**config.mk**
```make
export PLATFORM = sky130hd
export DESIGN_NAME = seq_mult_n
export DESIGN_NICKNAME = d
export VERILOG_FILES = /design/src/rtl/mult_pkg.sv /design/src/rtl/seq_mult_n_ctrl.sv /design/src/rtl/seq_mult_n.sv
export SDC_FILE = /design/constraint.sdc
export NUM_CORES = 1
export LEC_CHECK = 0
export CAP_MARGIN = 30
export CORE_ASPECT_RATIO = 2
export CORE_UTILIZATION = 59
export DETAILED_ROUTE_END_ITERATION = 7
export PLACE_DENSITY_LB_ADDON = 0.2
export SLEW_MARGIN = 20
export SYNTH_ARGS = -nofsm -noshare
export SYNTH_HDL_FRONTEND = slang
export SYNTH_HIERARCHICAL = 1
export SYNTH_SLANG_ARGS = --single-unit
```
**constraint.sdc**
```tcl
create_clock -name clk -period 4.45 [get_ports clk]
set_clock_uncertainty 0.2 [all_clocks]
set_input_delay 0.89 -clock clk [delete_from_list [all_inputs] [get_ports clk]]
set_output_delay 0.89 -clock clk [all_outputs]
set_load 0.02 [all_outputs]
```
**src/rtl/mult_pkg.sv**
```systemverilog
// Shared definitions for the seq_mult_n sequential multiplier.
// Holds the one-hot state bit indices, the one-hot state encoding,
// and a constant clog2 helper used to size the bit counter.
package mult_pkg;

  // Bit position of each state inside the one-hot state vector.
  localparam int S_IDLE   = 0;
  localparam int S_ADD    = 1;
  localparam int S_SHIFT  = 2;
  localparam int S_FIX    = 3;
  localparam int S_DONE   = 4;
  localparam int N_STATES = 5;

  // One-hot encodings; each value sets exactly the bit named by its index.
  typedef enum logic [N_STATES-1:0] {
    ST_IDLE  = N_STATES'(32'd1 << S_IDLE),
    ST_ADD   = N_STATES'(32'd1 << S_ADD),
    ST_SHIFT = N_STATES'(32'd1 << S_SHIFT),
    ST_FIX   = N_STATES'(32'd1 << S_FIX),
    ST_DONE  = N_STATES'(32'd1 << S_DONE)
  } state_e;

  // Smallest r such that 2**r >= value (constant-evaluable).
  function automatic int clog2(input int value);
    int r;
    r = 0;
    for (int i = 0; i < 32; i++) begin
      if ((64'd1 << i) < 64'(value)) begin
        r = i + 1;
      end else begin
        r = r;
      end
    end
    return r;
  endfunction

endpackage

```
**src/rtl/seq_mult_n_ctrl.sv**
```systemverilog
// One-hot control FSM for seq_mult_n.
// Ports:
//   clk, reset      : clock, synchronous active-high reset
//   start           : multiply request (honoured only in IDLE)
//   p_zero          : bit counter has reached zero
//   q0              : current LSB of the multiplier register
//   out_ready       : consumer accepts the product (honoured only in DONE)
//   load_regs       : IDLE & start, load operands on this edge
//   add_regs        : ADD & q0, accumulate B into {C,A}
//   decr_p          : in ADD, decrement bit counter
//   shift_regs      : in SHIFT, shift {C,A,Q} right
//   fix             : in FIX, write the sign-corrected product
//   ready/busy/out_valid : status decoded straight from the state flops
module seq_mult_n_ctrl
  import mult_pkg::*;
(
  input  logic clk,
  input  logic reset,
  input  logic start,
  input  logic p_zero,
  input  logic q0,
  input  logic out_ready,
  output logic load_regs,
  output logic add_regs,
  output logic decr_p,
  output logic shift_regs,
  output logic fix,
  output logic ready,
  output logic busy,
  output logic out_valid
);

  state_e state_q;
  state_e state_d;

  // State register.
  always_ff @(posedge clk) begin
    if (reset) begin
      state_q <= ST_IDLE;
    end else begin
      state_q <= state_d;
    end
  end

  // Next-state logic and Mealy strobes.
  always_comb begin
    state_d   = state_q;
    load_regs = 1'b0;
    add_regs  = 1'b0;
    case (state_q)
      ST_IDLE: begin
        if (start) begin
          state_d   = ST_ADD;
          load_regs = 1'b1;
        end else begin
          state_d = ST_IDLE;
        end
      end
      ST_ADD: begin
        state_d  = ST_SHIFT;
        add_regs = q0;
      end
      ST_SHIFT: begin
        if (p_zero) begin
          state_d = ST_FIX;
        end else begin
          state_d = ST_ADD;
        end
      end
      ST_FIX: begin
        state_d = ST_DONE;
      end
      ST_DONE: begin
        if (out_ready) begin
          state_d = ST_IDLE;
        end else begin
          state_d = ST_DONE;
        end
      end
      // Any non-one-hot value recovers to IDLE.
      default: begin
        state_d = ST_IDLE;
      end
    endcase
  end

  // Moore outputs come directly from individual state flops.
  assign decr_p     = state_q[S_ADD];
  assign shift_regs = state_q[S_SHIFT];
  assign fix        = state_q[S_FIX];
  assign ready      = state_q[S_IDLE];
  assign busy       = state_q[S_ADD] | state_q[S_SHIFT] | state_q[S_FIX];
  assign out_valid  = state_q[S_DONE];

endmodule

```
**src/rtl/seq_mult_n.sv**
```systemverilog
// Parametrised sequential shift-add multiplier, signed or unsigned.
// Operands are converted to magnitudes on load, multiplied with WIDTH
// add/shift rounds, and the sign is applied in a single fix-up cycle, so
// latency is the same for every operand pair and mode.
// Ports:
//   clk, reset              : clock, synchronous active-high reset
//   start, is_signed        : request and mode, sampled only when ready
//   multiplicand, multiplier: WIDTH-bit operands B and Q
//   ready, busy, out_valid  : status
//   out_ready               : consumer handshake for the held product
//   product                 : 2*WIDTH-bit result
module seq_mult_n
  import mult_pkg::*;
#(
  parameter int WIDTH = 8
) (
  input  logic               clk,
  input  logic               reset,
  input  logic               start,
  input  logic               is_signed,
  input  logic [WIDTH-1:0]   multiplicand,
  input  logic [WIDTH-1:0]   multiplier,
  output logic               ready,
  output logic               busy,
  output logic               out_valid,
  input  logic               out_ready,
  output logic [2*WIDTH-1:0] product
);

  localparam int CNT_W = clog2(WIDTH + 1);

  logic [WIDTH-1:0]   a_q, a_d, q_q, q_d, b_q, b_d;
  logic               c_q, c_d, neg_q, neg_d;
  logic [CNT_W-1:0]   p_q, p_d;
  logic [2*WIDTH-1:0] product_q, product_d;

  logic load_regs, add_regs, decr_p, shift_regs, fix;
  logic p_zero;

  logic [WIDTH-1:0]   mcand_mag, mplier_mag;
  logic [WIDTH:0]     sum;
  logic [2*WIDTH-1:0] prod_mag, prod_neg;

  seq_mult_n_ctrl u_ctrl (
    .clk        (clk),
    .reset      (reset),
    .start      (start),
    .p_zero     (p_zero),
    .q0         (q_q[0]),
    .out_ready  (out_ready),
    .load_regs  (load_regs),
    .add_regs   (add_regs),
    .decr_p     (decr_p),
    .shift_regs (shift_regs),
    .fix        (fix),
    .ready      (ready),
    .busy       (busy),
    .out_valid  (out_valid)
  );

  // Magnitudes: -2**(WIDTH-1) negates to itself, which is the correct
  // unsigned magnitude in WIDTH bits.
  assign mcand_mag  = (is_signed && multiplicand[WIDTH-1]) ? (~multiplicand + WIDTH'(1)) : multiplicand;
  assign mplier_mag = (is_signed && multiplier[WIDTH-1])   ? (~multiplier + WIDTH'(1))   : multiplier;

  // Carry-preserving adder; C holds bit WIDTH so max*max stays exact.
  assign sum      = {1'b0, a_q} + {1'b0, b_q};
  assign prod_mag = {a_q, q_q};
  assign prod_neg = ~prod_mag + (2*WIDTH)'(1);
  assign p_zero   = (p_q == {CNT_W{1'b0}});

  // Datapath next-state.
  always_comb begin
    a_d       = a_q;
    q_d       = q_q;
    b_d       = b_q;
    c_d       = c_q;
    p_d       = p_q;
    neg_d     = neg_q;
    product_d = product_q;
    if (load_regs) begin
      a_d   = {WIDTH{1'b0}};
      c_d   = 1'b0;
      b_d   = mcand_mag;
      q_d   = mplier_mag;
      p_d   = CNT_W'(WIDTH);
      neg_d = is_signed & (multiplicand[WIDTH-1] ^ multiplier[WIDTH-1]);
    end else begin
      if (add_regs) begin
        {c_d, a_d} = sum;
      end else begin
        c_d = c_q;
      end
      if (decr_p) begin
        p_d = p_q - CNT_W'(1);
      end else begin
        p_d = p_q;
      end
      if (shift_regs) begin
        // {C,A,Q} >> 1 with zero shifted into C.
        a_d = {c_q, a_q[WIDTH-1:1]};
        q_d = {a_q[0], q_q[WIDTH-1:1]};
        c_d = 1'b0;
      end else begin
        q_d = q_q;
      end
      if (fix) begin
        product_d = neg_q ? prod_neg : prod_mag;
      end else begin
        product_d = product_q;
      end
    end
  end

  // Datapath registers.
  always_ff @(posedge clk) begin
    if (reset) begin
      a_q       <= {WIDTH{1'b0}};
      q_q       <= {WIDTH{1'b0}};
      b_q       <= {WIDTH{1'b0}};
      c_q       <= 1'b0;
      p_q       <= {CNT_W{1'b0}};
      neg_q     <= 1'b0;
      product_q <= {(2*WIDTH){1'b0}};
    end else begin
      a_q       <= a_d;
      q_q       <= q_d;
      b_q       <= b_d;
      c_q       <= c_d;
      p_q       <= p_d;
      neg_q     <= neg_d;
      product_q <= product_d;
    end
  end

  assign product = product_q;

endmodule

```
# Yosys cells after proc, flatten, opt, wreduce, memory -nomap -nowiden
# Index checks and enable logic that the tools add are counted.
# word_totals
inputBits	21
out_inout_bits	19
wordCells	52
reg_bits	51
# op_classes
n_eq_ne	5
n_addsub	5
mux	16
bitwise	8
n_reduce_logical	9
# ops
op	count
$mux 8	6
$pmux 5 s5	1
$add 16x1->16 const B	1
$add 8x1->8 const B	2
$mux 16	1
$not 16->16	1
$not 8->8	2
$mux 4	3
$add 8x8->9	1
$reduce_bool 2->1	3
$eq 5x1->1 const B	1
$eq 5x2->1 const B	1
$eq 5x3->1 const B	1
$eq 5x4->1 const B	1
$eq 5x5->1 const B	1
$mux 5	1
$logic_not 4->1	1
$sub 4x1->4 const B	1
$mux 1	3
$reduce_or 3->1	1
$logic_and 1x1->1	2
$mux 2	1
$or 1x1->1	2
$reduce_and 2->1	1
4 further kinds	4

# Depth between registers and ports, before layout
# Gate-level depths: netlist (run 1).
# logic_depth
depth_word	4
mapped_depth	10
mapped_depth_nobuf	8

# Hierarchy
# Netlist (run 1), hierarchy kept.
# modules_own_cells
module	area_each_um2	seq_area_each_um2	cells_per_inst	n_inst
seq_mult_n	2675.1	920.9	323	1
seq_mult_n_ctrl	299.0	100.1	33	1

# Worst setup path after synthesis (run 1)
# OpenSTA, ideal clock, no wires.
# synth_timing
path_type	input port to flip-flop
start	input start
end	register product_q[10], in the netlist product[10]
required_ns	4.164
stages	8
slack_ns	2.106
t_arrival_ns	2.059
n_path_buf	3
setup_time_ns	0.086
path_cell_list	nand4b_1 -> inv_1 -> clkbuf_1 -> nor2b_1 -> clkbuf_1 -> clkbuf_1 -> nor2_1 -> a211oi_1
# synth_between
elab_chain_cells	4
# synth_rtl
item	line	text
from (decl)	seq_mult_n.sv:19	input logic start,
$mux 1	seq_mult_n_ctrl.sv:52	if (start) begin
$mux 1	seq_mult_n_ctrl.sv:50	case (state_q)
named net load_regs	seq_mult_n.sv:37	logic load_regs, add_regs, decr_p, shift_regs, fix;
$not 1->1 (no source line)	-	
$reduce_and 2->1 (no source line)	-	
to (signal assigned)	seq_mult_n.sv:124	product_q <= {(2*WIDTH){1'b0}};
to (signal assigned)	seq_mult_n.sv:132	product_q <= product_d;
to (decl)	seq_mult_n.sv:35	logic [2*WIDTH-1:0] product_q, product_d;
# The timed path passes the listed nets, and every way through them passes these cells.
# A chain may end at the register's enable or synchronous reset.

# Worst setup path after layout (run 1)
# layout_timing
start	register u_ctrl.state_q[1]
end	output busy
# layout_between
elab_chain_cells	2
# layout_rtl
item	line	text
from (decl)	seq_mult_n_ctrl.sv:33	state_e state_q;
from (signal assigned)	seq_mult_n_ctrl.sv:41	state_q <= state_d;
$or 1x1->1 (2 in a row)	seq_mult_n_ctrl.sv:92	assign busy = state_q[S_ADD] | state_q[S_SHIFT] | state_q[S_FIX];
to (decl)	seq_mult_n.sv:24	output logic busy,
# Every way passes these cells.

==> impl_results.md, run 1 <==
* Number of global-route vias before repair at 2396
* Number of synthesis warnings at 6
* Initial cell density of the core at 61.1%
* Mean instance size in the synthesized netlist at 8.35 µm²
* Highest fanout seen on the critical path at 11
* Layout Utilization at 71.7%
* DR WL/cell at 14.3 µm
* Width of the die at 52.2 µm
* Reg area at 1020 µm²
* Count of buffers inserted at the top-level ports at 39
* Number of max-cap violations at 0
* Slowest cell delay on critical path at 0.54 ns
* Type of the worst setup path: register to primary output
* TritonCTS Buffers at 5
* Remaining global-route overflow at 0
* Setup bufs post-CTS at 0
* Average via count per standard cell at 5.92
* RSZ-0062 raised after global routing: no
* Routed length on met3 at 221 µm
* Number of cells upsized or downsized after cts at 0
* Sum Neg Setup Slack at 0 ns
* Worst IR drop on VDD at 0.277 mV
* Share of flip-flops with an asynchronous set or reset after synthesis at 0%
* Clock tree from TritonCTS: done
* Pins over their slew limit at 0
* Highest layer used for signal routing: met4
* Worst setup slack before clock tree synthesis at 1.59 ns
* Nets in the synthesized netlist at 390
* Placeable core region at 4860 µm²
* Max-slew headroom at the worst pin at 60.1%
* Post-DRT Antenna Nets at 0
* Share of the yosys chip area belonging to registers at 34.3%
* Number of hold-repair buffers added at the cts stage at 0
* Top flip-flop cell by instance count after synthesis: dfxtp_1
* Cell variety after synth at 53
* Leakage power summed over all cells at 1.29 nW
* Data required time of the critical path at 3.36 ns
* Setup Viol. Count Final at 0
* Crit share post-route at 61.9%
* All-layer global routing usage at 24.9%
* Root cell of the clock tree: clkbuf_8
* Remaining design rule violation count at 0
* Fmax achieved at 363 MHz
* Slew of the pin with the lowest slew margin at 0.598 ns
* Maximum number of pins on one net before global-route repair at 41
* Met2 layer wire length in the routed design at 3580 µm
* Synthesized instance count at 356
* Final Total Pwr at 0.989 mW
* Met1 WL at 2410 µm
* Signed area change from the synthesized netlist to the final layout at 17.2%
* First drt pass iteration count at 4
* Final Hold Violating Endpoints at 0
* Type of the tightest min-delay check: register to register
* Clock latency of the later-clocked register in the worst-skew pair at 0.30 ns
* Placed wire-length estimate after detailed placement at 4780 µm
* Final nets at 421
* Worst endpoint data arrival time at 1.67 ns
* H-tree depth at 2
* Count of flip-flops with a built-in enable after synthesis at 0
* Y dimension of the die at 102 µm
* RePlAce Congestion at 0.922
* Element type at the critical path end: primary output
* Clock Tree Buf Depth at 2
* Critical path's slowest cell: clkdlybuf4s50_1
* Area of combinational cells with multiple inputs at 1810 µm²
* Sinks on Clock Net at 51
* Global-route wire length before repair at 10100 µm
* Detailed-route via count at 2633
* Number of antenna violations at the first check in global routing at 0
* Final critical-path setup slack at 1.69 ns
* Number of I/O pins at 40
* Std cell rows at 36
* Synthesized cell area at 2970 µm²
* Share of layout cells above drive strength 1 at 5.67%
* Clock slew seen by the registers of the worst setup and hold paths at 0.08 ns
* CP cell instances: or3_1 -> clkdlybuf4s50_1
* Worst setup SP type: register
* Synthesis-stage register bit count at 51
* Drt first-iter violations at 62
* Antenna diode count at 0
* Total routed wirelength at 6370 µm
* Filler cell count at 389
* Final Critical Period at 2.76 ns
* Power density over the cells at 284 nW/µm²
* Full die area at 5350 µm²
* Result of the run: finished clean
==> path summary, 6_finish.rpt <==
kind | startpoint | endpoint | slack (ns) | cells past startpoint
max | u_ctrl/state_q[1] | busy | 1.69 | 2
min | product[13] | product[13] | 0.26 | 2
max reg2reg | a_q[0] | c_q | 2.03 | 7
min reg2reg | product[13] | product[13] | 0.26 | 2
==> cell type report <==
cell class / instances / area share, %
sequential: 51 / 29.3
tap: 57 / 2.05
timing repair buffer: 44 / 12.3
clock buffer: 8 / 2.87
inverter: 16 / 1.72
multi-input combinational: 269 / 51.8
==> logic make-up after synthesis <==
group	Yosys count	share of synthesized area, %
muxes	10	3.41
buffers and inverters	36	4.96
xor gates and xnor gates	27	7.95
adders and majority gates	13	5.72
AOI/OAI and AO/OA	96	22.9
DFF	51	34.3
and+or+nand+nor	123	20.7
==> cell usage in the layout (no fill, tap or decap), types with 2 or more instances in the layout <==
cell             count
xnor2_1             12
a311oi_1             6
nor2_1              55
nand2b_1             4
a31oi_1              5
or4_1                2
or3_1                5
nor4b_1              2
xor2_1              15
buf_4                5
nor2b_1              5
o31ai_1              6
nor3b_1              4
mux2i_1              9
nand4b_1             2
clkbuf_8             7
a21oi_1             14
o21ai_0             15
inv_1               16
nor4_1               2
a21o_1               4
o211ai_1             2
clkdlybuf4s50_1     39
nand3_1              7
nor3_1               7
dfxtp_1             51
nand2_1             20
ha_1                12
a211oi_1            29
o41ai_1              4
==> metal layers <==
| metal | up-vias | track usage, % |
|---|---|---|
| met2 | 67 | 49.9 |
| li1 | 1353 | - |
| met1 | 1201 | 23.1 |
| met4 | 0 | 11.7 |
| met3 | 12 | 3.57 |
| met5 | - | 0 |
==> stage by stage <==
stage | instance area (µm²) | cells | hold WS [ns]
after floorplan | 2970 | 356 | 0.250
after global placement | 3390 | 437 | 0.237
after detailed placement | 3390 | 437 | 0.253
after CTS | 3490 | 445 | 0.265
after global routing | 3490 | 445 | 0.285
final | 3490 | 445 | 0.257
==> worst max-delay path, delay by kind of cell (launching register included) <==
family | cells | cell delay (ns)
buf+inv | 1 | 0.54
flops | 1 | 0.43
simple gates | 1 | 0.40
==> power breakdown <==
group / switching (mW) / total, mW / internal (mW)
logic: 0.108 / 0.196 / 0.0887
clock network: 0.145 / 0.287 / 0.142
registers: 0.0269 / 0.505 / 0.478
==> sequential cells by signal, summed over array words and instances (netlist names) <==
| name | cells |
|---|---|
| a_q | 8 |
| b_q | 8 |
| c_q | 1 |
| neg_q | 1 |
| p_q | 4 |
| product | 16 |
| q_q | 8 |
| u_ctrl/state_q | 5 |
==> synthesized netlist by cell type (all sizes together) (2+ instances only) <==
master  count  share of area [%]
ha         12                5.0
clkbuf     16                2.1
xnor2      12                3.5
o31ai       7                2.2
a311oi      6                1.8
a211oi     30                7.7
nand3       8                1.5
nor4        3               0.84
o211ai      2               0.50
or4         3               0.88
nand2b      4               0.84
a21oi      14                2.4
o21ai      16                2.7
nand4b      2               0.59
inv        16                2.0
nand3b      2               0.63
mux2i       9                3.0
o41ai       4                1.2
nand2      20                2.5
a31oi       5                1.1
xor2       15                4.4
or3         5                1.1
nor3        8                1.7
dfxtp      51                 34
buf         4               0.88
nor4b       2               0.59
nor2b       5                1.1
nor2       55                6.9
nor3b       4                1.0
a21o        4                1.0
No activity file was read; power rests on OpenSTA's default activity.
==> run 2: changes to the inputs <==
CORE_UTILIZATION = 55   (was 59)
clock period = 2.9 ns   (was 4.45 ns; I/O delays follow)
==> impl_results.md, run 2 (synthesized netlist as in run 1, its figures left out) <==
* Setup Viol. Count Final at 0
* Final nets at 422
* Commonest non-fill, non-tap cells in the layout: nor2_1 (55), dfxtp_1 (51), clkdlybuf4s50_1 (39)
* Root cell of the clock tree: clkbuf_8
* First drt pass iteration count at 4
* Data required time of the critical path at 2.12 ns
* Maximum number of pins on one net before global-route repair at 39
* Signed area change from the synthesized netlist to the final layout at 17.1%
* Fmax achieved at 408 MHz
* Sum Neg Setup Slack at 0 ns
* Type of the worst setup path: register to primary output
* TritonCTS Buffers at 5
* Average via count per standard cell at 5.89
* Final Hold Violating Endpoints at 0
* Post-DRT Antenna Nets at 0
* Fin cells at 446
* RSZ-0062 raised after global routing: no
* Placed wire-length estimate after detailed placement at 5000 µm
* Clock tree from TritonCTS: done
* Final Critical Period at 2.45 ns
* Placement Cell Area at 3390 µm²
* Number of hold-repair buffers added at the cts stage at 0
* Clock slew seen by the registers of the worst setup and hold paths at 0.08 ns
* Antenna diode count at 0
* Std cell rows at 37
* Remaining design rule violation count at 0
* Final design instance area without fill at 3480 µm²
* All-layer global routing usage at 24.8%
* Share of layout cells above drive strength 1 at 5.93%
* Worst setup SP type: register
* Final Total Pwr at 1.48 mW
* Number of I/O pins at 40
* Result of the run: finished clean
* Placeable core region at 5180 µm²
* Worst IR drop on VDD at 0.395 mV
* Remaining global-route overflow at 0
* Leakage power summed over all cells at 1.29 nW
* Flip-flop count of the largest register after layout at 16
* Count of buffers inserted at the top-level ports at 39
* Sinks on Clock Net at 51
* Number of max-cap violations at 0
* Total placed cells including tap cells at 439
* Slew of the pin with the lowest slew margin at 0.580 ns
* Highest fanout seen on the critical path at 11
* Clock Tree Buf Depth at 2
* Power density over the cells at 426 nW/µm²
* Detailed-route via count at 2625
* Width of the die at 54.0 µm
* DR WL/cell at 14.6 µm
* Element type at the critical path end: primary output
* Full die area at 5720 µm²
* Max-slew headroom at the worst pin at 61.3%
* Total routed wirelength at 6490 µm
* Global-route wire length before repair at 10600 µm
* Y dimension of the die at 106 µm
* Clock latency of the later-clocked register in the worst-skew pair at 0.31 ns
* Leading cell type in the layout, fill and taps excluded: nor2_1
* Initial cell density of the core at 57.4%
* Type of the tightest min-delay check: register to register
* RePlAce Congestion at 0.863
* Setup bufs post-CTS at 0
* Number of antenna violations at the first check in global routing at 0
* Worst endpoint data arrival time at 1.67 ns
* Crit share post-route at 84.6%
* H-tree depth at 2
* Drt first-iter violations at 43
* Number of global-route vias before repair at 2449
* Pins over their slew limit at 0
* Layout Utilization at 67.2%
* Number of cells upsized or downsized after cts at 0
[run 2: cell count changes in the layout (fill, tap and decap cells not counted), sizes merged]
cell,previous run,this run
buf,5,6
clkbuf,8,6
clkinv,0,1
[run 2: stage by stage]
step                setup slack [ns]  hold slack, ns
floorplan                      0.756           0.250
global placement               0.542           0.235
detailed placement             0.439           0.248
CTS                            0.440           0.260
global route                   0.352           0.295
finish                         0.448           0.258
[run 2: metal layers]
metal  vias up  wire length (µm)  GRT usage (%)  part of all wire, %
li1       1347                 -              -                    -
met1      1227              2520           24.6                   39
met2        44              3680           45.9                   57
met3         7               157           4.86                  2.4
met4         0               127           11.0                  2.0
met5         -                 0              0                    0
[run 2: final cells by class]
class,count,area [µm²]
Fill cell,458,1700
Tap cell,58,72.6
Sequential cell,51,1020
Inverter,16,60.1
Multi-Input combinational cell,269,1810
Clock inverter,1,5.00
Clock buffer,6,82.6
Timing Repair Buffer,45,435
[run 2: critical path, stage by stage (launching register included)]
cell,delay (ns)
dfxtp_1,0.43
or3_1,0.40
clkdlybuf4s50_1,0.54
[run 2: worst paths after layout]
| path | startpoint | endpoint | slack (ns) | cells past startpoint |
|---|---|---|---|---|
| worst max-delay path | u_ctrl/state_q[1] | busy | 0.45 | 2 |
| worst min-delay path | product[13] | product[13] | 0.26 | 2 |
| worst max register to register | a_q[0] | a_q[6] | 0.55 | 7 |
| worst min register to register | product[13] | product[13] | 0.26 | 2 |
[run 2: power by group]
group,internal [mW],switching [mW],total (mW)
clock,0.188,0.225,0.413
sequential,0.733,0.0403,0.774
combinational,0.136,0.162,0.299
total,1.06,0.427,1.48
